==> config.mk <==
export PLATFORM = sky130hd
export DESIGN_NAME = nr_divider_flat
export DESIGN_NICKNAME = d
export VERILOG_FILES = /design/src/rtl/nr_divider_if.sv /design/src/rtl/nr_divider.sv /design/src/flat_wrapper.sv
export SDC_FILE = /design/constraint.sdc
export NUM_CORES = 1
export LEC_CHECK = 0
export ABC_AREA = 0
export CAP_MARGIN = 20
export CORE_AREA = 5 5 183 185
export CTS_CLUSTER_DIAMETER = 120
export DETAILED_ROUTE_END_ITERATION = 7
export DIE_AREA = 0 0 188 190
export PLACE_DENSITY = 0.79
export SLEW_MARGIN = 5
export SYNTH_ARGS = -nofsm -noshare
export SYNTH_HDL_FRONTEND = slang
export SYNTH_SLANG_ARGS = --single-unit
==> constraint.sdc <==
create_clock -name clk -period 6.85 [get_ports clk]
set_clock_uncertainty 0.15 [all_clocks]
set_input_delay 1.37 -clock clk [delete_from_list [all_inputs] [get_ports clk]]
set_output_delay 1.37 -clock clk [all_outputs]
set_load 0.1 [all_outputs]
==> src/rtl/nr_divider_if.sv <==
// Start/done handshake and result bus of the non-restoring divider.
// Same shape as the Booth multiplier bus so both can share a controller.
interface nr_divider_if;
    logic        inp;
    logic [31:0] dvnd;
    logic [31:0] dvsr;
    logic        done;
    logic [31:0] quo;
    logic [31:0] rem;
    logic [5:0]  adds;
    logic [5:0]  subs;
    logic        dbz;

    modport master (
        output inp, dvnd, dvsr,
        input  done, quo, rem, adds, subs, dbz
    );

    modport slave (
        input  inp, dvnd, dvsr,
        output done, quo, rem, adds, subs, dbz
    );
endinterface

==> src/rtl/nr_divider.sv <==
// 32-bit signed non-restoring divider, one quotient bit per clock, C-style
// truncating result with add/subtract operation counts.
module nr_divider (
    input  logic         clk,
    input  logic         rstn,
    nr_divider_if.slave  bus
);
    typedef enum logic [1:0] {
        IDLE  = 2'd0,
        CHECK = 2'd1,
        ITER  = 2'd2,
        FIX   = 2'd3
    } state_t;

    state_t      state_r;
    state_t      state_next_s;
    logic [31:0] dvnd_r;
    logic [31:0] dvsr_r;
    logic [32:0] d_abs_r;
    logic [31:0] q_r;
    logic [32:0] p_r;
    logic [4:0]  cnt_r;
    logic        sign_q_r;
    logic        sign_r_r;
    logic [31:0] quo_r;
    logic [31:0] rem_r;
    logic [5:0]  adds_r;
    logic [5:0]  subs_r;
    logic        done_r;
    logic        dbz_r;
    logic [32:0] p_shift_s;
    logic [32:0] p_new_s;
    logic [31:0] rem_mag_s;
    logic [31:0] dvnd_mag_s;

    // Magnitude of a signed 32-bit value widened so that |-2^31| is representable.
    function automatic logic [32:0] mag33(input logic [31:0] v);
        logic [32:0] m;
        if (v[31]) begin
            m = 33'd0 - {1'b1, v};
        end else begin
            m = {1'b0, v};
        end
        return m;
    endfunction

    assign bus.done = done_r;
    assign bus.quo  = quo_r;
    assign bus.rem  = rem_r;
    assign bus.adds = adds_r;
    assign bus.subs = subs_r;
    assign bus.dbz  = dbz_r;

    // State register.
    always_ff @(posedge clk or negedge rstn) begin
        if (!rstn) begin
            state_r <= IDLE;
        end else begin
            state_r <= state_next_s;
        end
    end

    // Next-state logic; a start strobe restarts from any state.
    always_comb begin
        state_next_s = state_r;
        if (bus.inp) begin
            state_next_s = CHECK;
        end else begin
            case (state_r)
                IDLE:    state_next_s = IDLE;
                CHECK:   state_next_s = (dvsr_r == 32'd0) ? IDLE : ITER;
                ITER:    state_next_s = (cnt_r == 5'd31) ? FIX : ITER;
                FIX:     state_next_s = IDLE;
                default: state_next_s = IDLE;
            endcase
        end
    end

    // One non-restoring step, final restoration and operand magnitude.
    always_comb begin
        p_shift_s = {p_r[31:0], q_r[31]};
        if (!p_r[32]) begin
            p_new_s = p_shift_s - d_abs_r;
        end else begin
            p_new_s = p_shift_s + d_abs_r;
        end
        // The restored remainder is below 2^31, so 32 bits carry it exactly.
        if (p_r[32]) begin
            rem_mag_s = p_r[31:0] + d_abs_r[31:0];
        end else begin
            rem_mag_s = p_r[31:0];
        end
        if (dvnd_r[31]) begin
            dvnd_mag_s = 32'd0 - dvnd_r;
        end else begin
            dvnd_mag_s = dvnd_r;
        end
    end

    // Datapath and result registers.
    always_ff @(posedge clk or negedge rstn) begin
        if (!rstn) begin
            dvnd_r   <= 32'd0;
            dvsr_r   <= 32'd0;
            d_abs_r  <= 33'd0;
            q_r      <= 32'd0;
            p_r      <= 33'd0;
            cnt_r    <= 5'd0;
            sign_q_r <= 1'b0;
            sign_r_r <= 1'b0;
            quo_r    <= 32'd0;
            rem_r    <= 32'd0;
            adds_r   <= 6'd0;
            subs_r   <= 6'd0;
            done_r   <= 1'b1;
            dbz_r    <= 1'b0;
        end else if (bus.inp) begin
            dvnd_r <= bus.dvnd;
            dvsr_r <= bus.dvsr;
            quo_r  <= 32'd0;
            rem_r  <= 32'd0;
            adds_r <= 6'd0;
            subs_r <= 6'd0;
            dbz_r  <= 1'b0;
            done_r <= 1'b0;
        end else begin
            case (state_r)
                CHECK: begin
                    if (dvsr_r == 32'd0) begin
                        quo_r  <= 32'hFFFF_FFFF;
                        rem_r  <= dvnd_r;
                        dbz_r  <= 1'b1;
                        done_r <= 1'b1;
                    end else begin
                        d_abs_r  <= mag33(dvsr_r);
                        q_r      <= dvnd_mag_s;
                        p_r      <= 33'd0;
                        cnt_r    <= 5'd0;
                        sign_q_r <= dvnd_r[31] ^ dvsr_r[31];
                        sign_r_r <= dvnd_r[31];
                    end
                end
                ITER: begin
                    // q_r shifts out dividend bits while shifting in quotient bits.
                    p_r   <= p_new_s;
                    q_r   <= {q_r[30:0], ~p_new_s[32]};
                    cnt_r <= cnt_r + 5'd1;
                    if (!p_r[32]) begin
                        subs_r <= subs_r + 6'd1;
                    end else begin
                        adds_r <= adds_r + 6'd1;
                    end
                end
                FIX: begin
                    if (p_r[32]) begin
                        adds_r <= adds_r + 6'd1;
                    end else begin
                        adds_r <= adds_r;
                    end
                    quo_r  <= sign_q_r ? (32'd0 - q_r) : q_r;
                    rem_r  <= sign_r_r ? (32'd0 - rem_mag_s) : rem_mag_s;
                    done_r <= 1'b1;
                end
                default: begin
                    done_r <= done_r;
                end
            endcase
        end
    end
endmodule

==> src/flat_wrapper.sv <==
// flat-port wrapper written by rule: the top's interface ports become plain ports
module nr_divider_flat 
  (clk, rstn, bus_inp, bus_dvnd, bus_dvsr, bus_done, bus_quo, bus_rem, bus_adds, bus_subs, bus_dbz);
  nr_divider_if bus_i ();
  input  logic clk;
  input  logic rstn;
  input wire logic [$bits(bus_i.inp)-1:0] bus_inp;
  input wire logic [$bits(bus_i.dvnd)-1:0] bus_dvnd;
  input wire logic [$bits(bus_i.dvsr)-1:0] bus_dvsr;
  output wire logic [$bits(bus_i.done)-1:0] bus_done;
  output wire logic [$bits(bus_i.quo)-1:0] bus_quo;
  output wire logic [$bits(bus_i.rem)-1:0] bus_rem;
  output wire logic [$bits(bus_i.adds)-1:0] bus_adds;
  output wire logic [$bits(bus_i.subs)-1:0] bus_subs;
  output wire logic [$bits(bus_i.dbz)-1:0] bus_dbz;
  assign bus_i.inp = bus_inp;
  assign bus_i.dvnd = bus_dvnd;
  assign bus_i.dvsr = bus_dvsr;
  assign bus_done = bus_i.done;
  assign bus_quo = bus_i.quo;
  assign bus_rem = bus_i.rem;
  assign bus_adds = bus_i.adds;
  assign bus_subs = bus_i.subs;
  assign bus_dbz = bus_i.dbz;
  nr_divider u_core (.clk(clk), .rstn(rstn), .bus(bus_i));
endmodule
Yosys cells after proc, flatten, opt, wreduce, memory -nomap -nowiden
Index checks and enable logic that the tools add are counted.
{"block": "op_classes", "addsub": 10, "n_eq_ne": 7, "n_mux": 33, "bitwise": 4, "reduce_logical": 17}
{"cell": "32-bit two-way mux", "count": 9}
{"cell": "32-bit one-hot mux with 2 select lines", "count": 3}
{"cell": "33-bit two-way mux", "count": 3}
{"cell": "1-bit by 32-bit subtractor with 32-bit output (first input constant)", "count": 3}
{"cell": "33-bit one-hot mux with 2 select lines", "count": 1}
{"cell": "6-bit two-way mux", "count": 6}
{"cell": "33-bit adder", "count": 1}
{"cell": "1-bit by 33-bit subtractor with 33-bit output (first input constant)", "count": 1}
{"cell": "33-bit subtractor", "count": 1}
{"cell": "32-bit adder", "count": 1}
{"cell": "32-bit logical NOT", "count": 1}
{"cell": "6-bit by 1-bit adder with 6-bit output (second input constant)", "count": 2}
{"cell": "2-bit nonzero test", "count": 6}
{"cell": "5-bit one-hot mux with 2 select lines", "count": 1}
{"cell": "2-bit AND reduction", "count": 4}
{"cell": "2-bit one-hot mux with 3 select lines", "count": 1}
{"cell": "3-bit AND reduction", "count": 2}
{"cell": "5-bit by 1-bit adder with 5-bit output (second input constant)", "count": 1}
{"cell": "5-bit == test (second input constant)", "count": 1}
{"cell": "1-bit two-way mux", "count": 5}
{"cell": "5-bit two-way mux", "count": 1}
{"cell": "2-bit == test (second input constant)", "count": 2}
{"cell": "2-bit two-way mux", "count": 2}
{"cell": "2-bit != test (second input constant)", "count": 2}
{"cell": "8 further kinds", "count": 11}
{"block": "totals", "regBits": 249, "in_bits": 67, "output_inout_bits": 78, "wordCells": 86}

Longest topological paths before layout
Gate-level depths: netlist (run 1).
{"block": "depth", "word_depth": 6, "ltp_mapped": 22, "depth_no_buf": 18}

Worst setup path after synthesis (run 1)
Ideal clock, no wire load.
{"block": "synth_path", "path_kind": "register to register", "startpoint": "reg u_core.p_r[32]", "endpoint": "reg u_core.p_r[32]", "setup_ns": 0.124, "arrival_ns": 5.232, "required_ns": 6.576, "path_slack_ns": 1.344, "path_stages_with_launch": 23, "n_path_buf": 8, "synth_period_minus_slack_ns": 5.506, "path_cell_list": "dfrtp_1 buf_2 buf_1 buf_2 buf_1 clkbuf_1 clkbuf_1 clkbuf_1 buf_1 nor2_1 xor2_1 ha_1 nor2b_1 o21a_1 o21ai_0 a21oi_1 a22o_1 a31oi_1 a2111o_1 a31oi_1 o41ai_1 mux2i_1 a211o_1"}
{"block": "synth_between", "elab_chain_cells": 2}
{"item": "start: declaration", "line": "nr_divider.sv:21", "text": "logic [32:0] p_r;"}
{"item": "start signal: assignment", "line": "nr_divider.sv:145", "text": "p_r <= p_new_s;"}
{"item": "33-bit two-way mux", "line": "nr_divider.sv:82", "text": "if (!p_r[32]) begin"}
{"item": "33-bit one-hot mux with 2 select lines", "line": "nr_divider.sv:127", "text": "case (state_r)"}
Every way passes these cells.
A chain may end at the register's enable or synchronous reset.

Worst setup path in the final report (run 1)
{"block": "layout_path", "startpoint": "reg u_core.dvsr_r[13]", "endpoint": "reg u_core.rem_r[10], in the netlist u_core.bus.rem[10]"}
{"block": "layout_between", "elab_chain_cells": 3}
{"item": "start: declaration", "line": "nr_divider.sv:18", "text": "logic [31:0] dvsr_r;"}
{"item": "start signal: assignment", "line": "nr_divider.sv:119", "text": "dvsr_r <= bus.dvsr;"}
{"item": "32-bit logical NOT", "line": "nr_divider.sv:129", "text": "if (dvsr_r == 32'd0) begin"}
{"item": "3-bit by 2-bit != test with 1-bit output (no source line)"}
{"item": "2-bit AND reduction (no source line)"}
{"item": "end signal: assignment", "line": "nr_divider.sv:131", "text": "rem_r <= dvnd_r;"}
{"item": "end signal: assignment", "line": "nr_divider.sv:161", "text": "rem_r <= sign_r_r ? (32'd0 - rem_mag_s) : rem_mag_s;"}
{"item": "end: declaration", "line": "nr_divider.sv:26", "text": "logic [31:0] rem_r;"}
Every way passes these cells.

==> summary.txt, run 1 <==
Status
  – Status: finished, final reports clean

Worst setup path
  – RR Startpoint: u_core.dvsr_r[13]$_DFFE_PN0P_
  – Worst Path Max Fanout: 35
  – Critical Path Sink: u_core.bus.rem[10]$_DFFE_PN0P_
  – Kind of end point of the critical path: flip-flop
  – Worst EP required: 7.14 ns
  – Worst setup SP type: flip-flop
  – Critical Path Start: u_core.dvsr_r[13]$_DFFE_PN0P_
  – Reg2Reg Depth: 11
  – WP data arrival: 5.04 ns
  – Setup CP Type: flip-flop to flip-flop
  – Worst reg-to-reg setup slack: 2.10 ns
  – CP max stage cell: nor2b_4
  – Critical path cell sequence: or4_1, nor4_1, inv_1, or4_1, nand2b_1, nor4_1, nor2_1, nor2b_4, buf_4, nor2_1, a311oi_1
  – Reg-to-Reg End: u_core.bus.rem[10]$_DFFE_PN0P_
  – Critical Path Max Stage Delay: 0.68 ns

Drt
  – WL/cell: 18.0 um
  – # DRC: 0
  – Avg Vias per Cell: 6.12
  – Total Wirelength: 44800 um
  – Final ANT Viol Nets: 0
  – Vias: 15202
  – Drt first pass iters: 6
  – Initial drt markers: 1224

Logic synthesis
  – Seq cells post-synth: 249
  – Cell count after synthesis: 1971
  – Synthesized area: 17200 um2
  – Average cell area after synthesis: 8.74 um2
  – Yosys cell types: 93
  – Sequential area share after synthesis: 36.2%
  – Post-synth EDFFs: 0
  – Main flop type after synthesis: dfrtp_1
  – Asr flop ratio synth: 100%
  – Yosys warns: 0
  – Post-synth net total: 2112

Worst hold path
  – Hold Path Class: flip-flop to flip-flop

Floorplanning
  – Rows: 66
  – Chip width: 188 um
  – Die Height: 190 um
  – Core Region: 31900 um2
  – Die area: 35700 um2
  – Num ports: 145
  – Initial Util: 54.0%

Timing
  – Minimum clock period: 4.75 ns
  – Setup violators final: 0
  – Setup ws final: 2.10 ns
  – Max-slew headroom: 23.7%
  – Setup TNS: 0 ns
  – Final period utilization: 69.3%
  – Fmax achieved: 211 MHz
  – Final hold vios: 0
  – Slew @ Worst Pin: 1.14 ns
  – Min Hold Slack: 0.357 ns
  – RSZ-0062 raised after global routing: false
  – Slew Limit Fails: 0

CTS
  – Clk Tree Root Cell: clkbuf_16
  – Hold buffers post-CTS: 0
  – Longest Clk Path Bufs: 3
  – CTS tree: built
  – CTS sink cnt: 249
  – H-tree levels: 1
  – Num CTS Buffers: 29
  – Setup Buffers After CTS: 0
  – Post-CTS sizing: 0
  – Clock edge transition at the registers on the reported setup and hold paths: 0.06 ns
  – Worst skew pair latency: 0.55 ns

Place
  – Detailed Place HPWL: 32900 um
  – Dpl cells: 2429
  – Pre-CTS setup slack: 2.10 ns
  – Input/output buffers: 144
  – DP Area: 18900 um2
  – Final GP Congestion: 0.989

Final layout
  – Number of fill cells: 2679
  – Layout area overhead: 15.4%
  – Final Instance Count excl. Fillers: 2484
  – ANT cells: 0
  – Share of post-route cells with drive strength above 1: 8.00%
  – Final nets: 2195
  – Area occupied by multi-input gates: 10400 um2
  – Final instance area: 19900 um2
  – Reg area: 6230 um2

Run
  – MaxCap Viol Count: 0

Global routing
  – Vias in the first global route: 14524
  – Largest net degree at the start of global routing: 139
  – GRT Util Overall: 24.6%
  – First-pass GRT wire length: 74600 um
  – Remaining Overflow, GRT: 0
  – Initial antenna violation count: 0

Power
  – Maximum resistive drop on vdd: 0.000275 V
  – Power per cell area: 385 nW/um2
  – LEAKAGE: 8.36 nW
[synthesized netlist by cell type (22+ instances only)]
library cell | n | share of area [%]
or3_1 | 22 | 0.80
xnor2_1 | 67 | 3.4
inv_1 | 44 | 0.96
nand2_1 | 163 | 3.6
nand3_1 | 42 | 1.2
a21oi_1 | 148 | 4.3
dfrtp_1 | 248 | 36
ha_1 | 72 | 5.2
o31ai_1 | 45 | 2.0
clkbuf_1 | 73 | 1.6
a211oi_1 | 34 | 1.5
o21ai_0 | 143 | 4.2
nor3_1 | 43 | 1.2
a21o_1 | 28 | 1.2
o22ai_1 | 25 | 0.91
xor2_1 | 124 | 6.3
nor2_1 | 211 | 4.6
mux2_2 | 63 | 4.1
[layout by cell type, fill, tap and decap left out, drive strengths merged, types with 21 or more instances in the layout]
| cell | instances |
|---|---|
| a21oi | 152 |
| nor3 | 43 |
| clkdlybuf4s50 | 142 |
| a21o | 28 |
| clkbuf | 40 |
| nand3 | 42 |
| o21ai | 150 |
| ha | 72 |
| nor2 | 212 |
| nand2 | 163 |
| mux2 | 63 |
| xnor2 | 67 |
| xor2 | 124 |
| or3 | 22 |
| inv | 45 |
| a211oi | 35 |
| o22ai | 25 |
| dfrtp | 248 |
| nand2b | 21 |
| o31ai | 45 |
[state kept, by name, indices dropped and copies added (netlist names)]
register         count
u_core.d_abs_r      33
u_core.p_r          33
u_core.bus.quo      32
u_core.bus.rem      32
u_core.dvnd_r       32
u_core.dvsr_r       32
u_core.q_r          32
u_core.bus.adds      6
u_core.bus.subs      6
u_core.cnt_r         5
u_core.state_r       2
u_core.bus.dbz       1
u_core.bus.done      1
u_core.sign_q_r      1
u_core.sign_r_r      1
[worst max-delay path, delay by kind of cell, from the launching register on]
kind	cells	cell delay, ns
and+or+nand+nor	8	3.23
buffers and inverters	2	0.55
DFF	1	0.41
AOI/OAI and AO/OA	1	0.26
[report_power, final]
group / switching [W] / leakage (nW) / total [W] / internal, W
registers: 0.000431 / 3.14 / 0.00214 / 0.00171
clock network: 0.000612 / 0.463 / 0.00153 / 0.000915
logic: 0.00237 / 4.76 / 0.00397 / 0.00160
total: 0.00342 / 8.36 / 0.00764 / 0.00423
[per-stage QoR]
step / utilization (%) / power, W
6_report: 62.3 / 0.00764
5_1_grt: 62.3 / 0.00820
4_1_cts: 62.2 / 0.00760
3_5_place_dp: 59.2 / 0.00604
3_3_place_gp: 59.2 / 0.00592
2_1_floorplan: - / 0.00518
[cell families (layout without fill, tap and decap cells)]
kind of cell / after synthesis / count (layout) / share of synthesized area, %
xor+xnor: 192 / 192 / 9.84
flops: 249 / 249 / 36.2
buf+inv: 155 / 260 / 3.74
compound gates: 576 / 576 / 21.4
simple gates: 645 / 645 / 18.2
mux: 80 / 80 / 5.18
fa+ha+maj: 74 / 74 / 5.46
[cell type report]
type | count | area share [%]
multi-input combinational | 1567 | 52.3
clock inverter | 13 | 0.649
sequential | 249 | 31.4
inverter | 45 | 0.850
tap | 408 | 2.57
clock buffer | 40 | 4.16
timing repair buffer | 162 | 8.15
[worst min-delay path by stage]
stage / startpoint / endpoint / slack (ns) / cells after the start
after floorplan: u_core.dvsr_r[0]$_DFFE_PN0P_ / u_core.d_abs_r[0]$_DFFE_PN0P_ / 0.32 / 2
final: u_core.bus.done$_DFFE_PN1P_ / u_core.bus.done$_DFFE_PN1P_ / 0.36 / 2
after global routing: u_core.bus.done$_DFFE_PN1P_ / u_core.bus.done$_DFFE_PN1P_ / 0.41 / 2
after detailed placement: u_core.bus.done$_DFFE_PN1P_ / u_core.bus.done$_DFFE_PN1P_ / 0.35 / 2
after CTS: u_core.bus.done$_DFFE_PN1P_ / u_core.bus.done$_DFFE_PN1P_ / 0.36 / 2
after global placement: u_core.bus.dbz$_DFFE_PN0P_ / u_core.bus.dbz$_DFFE_PN0P_ / 0.35 / 2
[routing by layer]
metal	global-route usage [%]	vias to the layer above	share of wire (%)
met5	0	-	0
met4	6.30	0	2.2
met3	3.25	61	6.6
met2	39.9	534	46
met1	35.3	7277	46
li1	-	7330	-
Power figures use the tool's default switching activity.
==> inputs of run 2 (changes only) <==
==> constraint.sdc (replaced) <==
create_clock -name clk -period 4.9 [get_ports clk]
set_clock_uncertainty 0.15 [all_clocks]
set_input_delay 0.98 -clock clk [delete_from_list [all_inputs] [get_ports clk]]
set_output_delay 0.98 -clock clk [all_outputs]
set_load 0.1 [all_outputs]
==> run 2 against run 1 <==
Effect of this change: core utilization grew 0.41 points; total power grew 42%; global-route usage grew 0.49 points; combinational power grew 42%; sequential power grew 39%; critical endpoint is now u_core.p_r[32]$_DFFE_PN0P_; largest cell class unchanged; highest routed layer unchanged; via count grew 0.16%; first-iteration DRC count grew 13%; largest power group unchanged; sequential share of layout area shrank 0.20 points; clock power grew 44%; hold slack lost 0.042 ns; wire length grew 2.3%.
==> summary.txt, run 2 (synthesis results as in run 1) <==
Worst setup path
  – Sum of buffers and inverters on the critical path: 0 (-2)
  – RR Startpoint: u_core.d_abs_r[7]$_DFFE_PN0P_
  – Reg2Reg Depth: 14 (+3)
  – Worst setup SP type: flip-flop
  – Critical Path Max Stage Delay: 0.56 ns (-0.12 ns)
  – CP max stage cell: or4_1
  – WP data arrival: 4.89 ns (-0.15 ns)
  – Worst Path Max Fanout: 5 (-86%)
  – Critical path cell sequence: or4_1, nor3_1, and2_1, and3_1, nor4b_1, a21oi_1, xor2_1, ha_1, nand2_1, a2111o_1, a31oi_1, o41ai_2, mux2i_1, a211o_1
  – Kind of end point of the critical path: flip-flop
  – Setup CP Type: flip-flop to flip-flop
  – Kind of cell adding the most delay to the critical path: simple AND/OR/NAND/NOR gates
  – Reg-to-Reg End: u_core.p_r[32]$_DFFE_PN0P_
  – Worst EP required: 5.19 ns (-1.95 ns)
  – Worst reg-to-reg setup slack: 0.30 ns (-1.80 ns)

Floorplanning
  – Initial Util: 54.0% (unchanged)
  – Num ports: 145 (unchanged)
  – Chip width: 188 um (unchanged)
  – Core Region: 31900 um2 (unchanged)
  – Die area: 35700 um2 (unchanged)
  – Rows: 66 (unchanged)
  – Die Height: 190 um (unchanged)

Global routing
  – Vias in the first global route: 14550 (+0.18%)
  – Largest net degree at the start of global routing: 120 (-14%)
  – Initial antenna violation count: 0 (unchanged)
  – Remaining Overflow, GRT: 0 (unchanged)
  – GRT Util Overall: 25.1% (+0.49 points)
  – First-pass GRT wire length: 76000 um (+1.8%)

Final layout
  – Final instance area: 20000 um2 (+0.65%)
  – Most frequent cells in the layout: 247 x dfrtp_1, 209 x nor2_1, 162 x nand2_1
  – Final nets: 2203 (+0.36%)
  – Share of post-route cells with drive strength above 1: 8.26% (+0.27 points)
  – Layout area overhead: 16.1%
  – Number of fill cells: 2654 (-0.93%)
  – Commonest non-fill, non-tap cell in the layout: dfrtp_1
  – Biggest regs: u_core.d_abs_r x33, u_core.p_r x33
  – Core Util, Final: 62.7% (+0.41 points)

Timing
  – Final period utilization: 93.9% (+25 points)
  – Fmax achieved: 217 MHz (+3.2%)
  – Max-slew headroom: 33.1% (+9.4 points)
  – Minimum clock period: 4.60 ns (-0.147 ns)
  – Slew @ Worst Pin: 1.00 ns (-0.144 ns)
  – Final hold vios: 0 (unchanged)
  – Slew Limit Fails: 0 (unchanged)
  – Setup violators final: 0 (unchanged)
  – Min Hold Slack: 0.314 ns (-0.0424 ns)

Drt
  – Total Wirelength: 45800 um (+2.3%)
  – Vias: 15227 (+0.16%)
  – # DRC: 0 (unchanged)
  – Avg Vias per Cell: 6.11 (-0.12%)
  – Final ANT Viol Nets: 0 (unchanged)
  – Initial drt markers: 1377 (+13%)
  – WL/cell: 18.4 um (+2.0%)
  – Drt first pass iters: 5 (-1)

Power
  – NetSw: 0.00484 W (+42%)
  – LEAKAGE: 8.42 nW (+0.72%)
  – Flop pwr share: 27.5% (-0.5 points)
  – Power per cell area: 542 nW/um2 (+41%)
  – Maximum resistive drop on vdd: 0.000300 V (+8.9%)
  – Sw Share: 44.7% (about the same)
  – Combinational fraction of design power: 52.2% (+0.2 points)
  – Internal Power: 0.00599 W (+42%)
  – Clk pwr share: 20.4% (+0.4 points)
  – Overall power: 0.0108 W (+42%)

CTS
  – CTS tree: built
  – Post-CTS sizing: 0 (unchanged)
  – Num CTS Buffers: 28 (-3.4%)
  – Longest Clk Path Bufs: 3 (unchanged)
  – Clk Tree Root Cell: clkbuf_16
  – CTS sink cnt: 249 (unchanged)
  – Worst skew pair latency: 0.56 ns (about the same)
  – Hold buffers post-CTS: 0 (unchanged)
  – Clock edge transition at the registers on the reported setup and hold paths: 0.06 ns (about the same)
  – Setup Buffers After CTS: 0 (unchanged)
  – H-tree levels: 1 (unchanged)

Status
  – Status: finished, final reports clean

Run
  – MaxCap Viol Count: 0 (unchanged)

Place
  – DP Area: 19000 um2 (+0.68%)
  – Detailed Place HPWL: 33700 um (+2.5%)
  – Final GP Congestion: 0.910 (-8.0%)
  – Input/output buffers: 144 (unchanged)

Worst hold path
  – Hold Path Class: primary input to async pin
run 2: cell types whose count changed in the layout (fill, tap and decap cells not counted), moves of 2 or more:
| cell | delta |
|---|---|
| buf_4 | +6 |
| clkinv_2 | -5 |
| buf_12 | +4 |
| bufinv_16 | +2 |
| clkbuf_1 | +2 |
| clkbuf_8 | -2 |
run 2: power by group through the flow:
stage	combinational [W]	sequential [W]	clock (W)
floorplan	0.00419	0.00306	0
global placement	0.00542	0.00298	0
detailed placement	0.00552	0.00300	0
CTS	0.00557	0.00296	0.00224
global route	0.00624	0.00304	0.00232
finish	0.00565	0.00298	0.00221
run 2: worst reg2reg max path: stages, from the launching register on:
cell	delay [ns]
dfrtp_1	0.42
or4_1	0.56
nor3_1	0.26
and2_1	0.25
and3_1	0.25
nor4b_1	0.49
a21oi_1	0.16
xor2_1	0.16
ha_1	0.37
nand2_1	0.10
a2111o_1	0.39
a31oi_1	0.37
o41ai_2	0.12
mux2i_1	0.15
a211o_1	0.27
run 2: worst max-delay path by stage:
stage	from	end	slack, ns	cells past startpoint
6_report	u_core.d_abs_r[7]$_DFFE_PN0P_	u_core.p_r[32]$_DFFE_PN0P_	0.30	14
5_1_grt	u_core.d_abs_r[7]$_DFFE_PN0P_	u_core.p_r[32]$_DFFE_PN0P_	-0.02	14
4_1_cts	u_core.d_abs_r[7]$_DFFE_PN0P_	u_core.p_r[32]$_DFFE_PN0P_	0.32	14
3_5_place_dp	u_core.d_abs_r[7]$_DFFE_PN0P_	u_core.p_r[32]$_DFFE_PN0P_	0.37	14
3_3_place_gp	u_core.d_abs_r[7]$_DFFE_PN0P_	u_core.p_r[32]$_DFFE_PN0P_	0.45	17
2_1_floorplan	u_core.p_r[32]$_DFFE_PN0P_	u_core.p_r[32]$_DFFE_PN0P_	0.07	22
run 2: area by class of cell:
cell class	instances	area [um2]	share of cell area, %
Multi-Input combinational cell	1567	10400	52.0
Sequential cell	249	6230	31.2
Timing Repair Buffer	171	1730	8.65
Clock buffer	39	782	3.91
Tap cell	408	510	2.55
Clock inverter	11	181	0.907
Inverter	45	169	0.844
Antenna cell	1	2.50	0.0125
run 2: routing by layer:
layer / vias to the layer above / routed length (um) / track usage, %
met5: - / 0 / 0
met4: 0 / 1310 / 7.28
met3: 69 / 2640 / 3.38
met2: 452 / 20300 / 40.1
met1: 7333 / 21500 / 36.1
li1: 7373 / - / -
run 2: per-stage QoR:
step	cells	TNS, ns	setup slack, ns
2_1_floorplan	1971	0	0.0681
3_3_place_gp	2439	0	0.447
3_5_place_dp	2439	0	0.365
4_1_cts	2489	0	0.320
5_1_grt	2490	-0.0191	-0.0191
6_report	2491	0	0.301
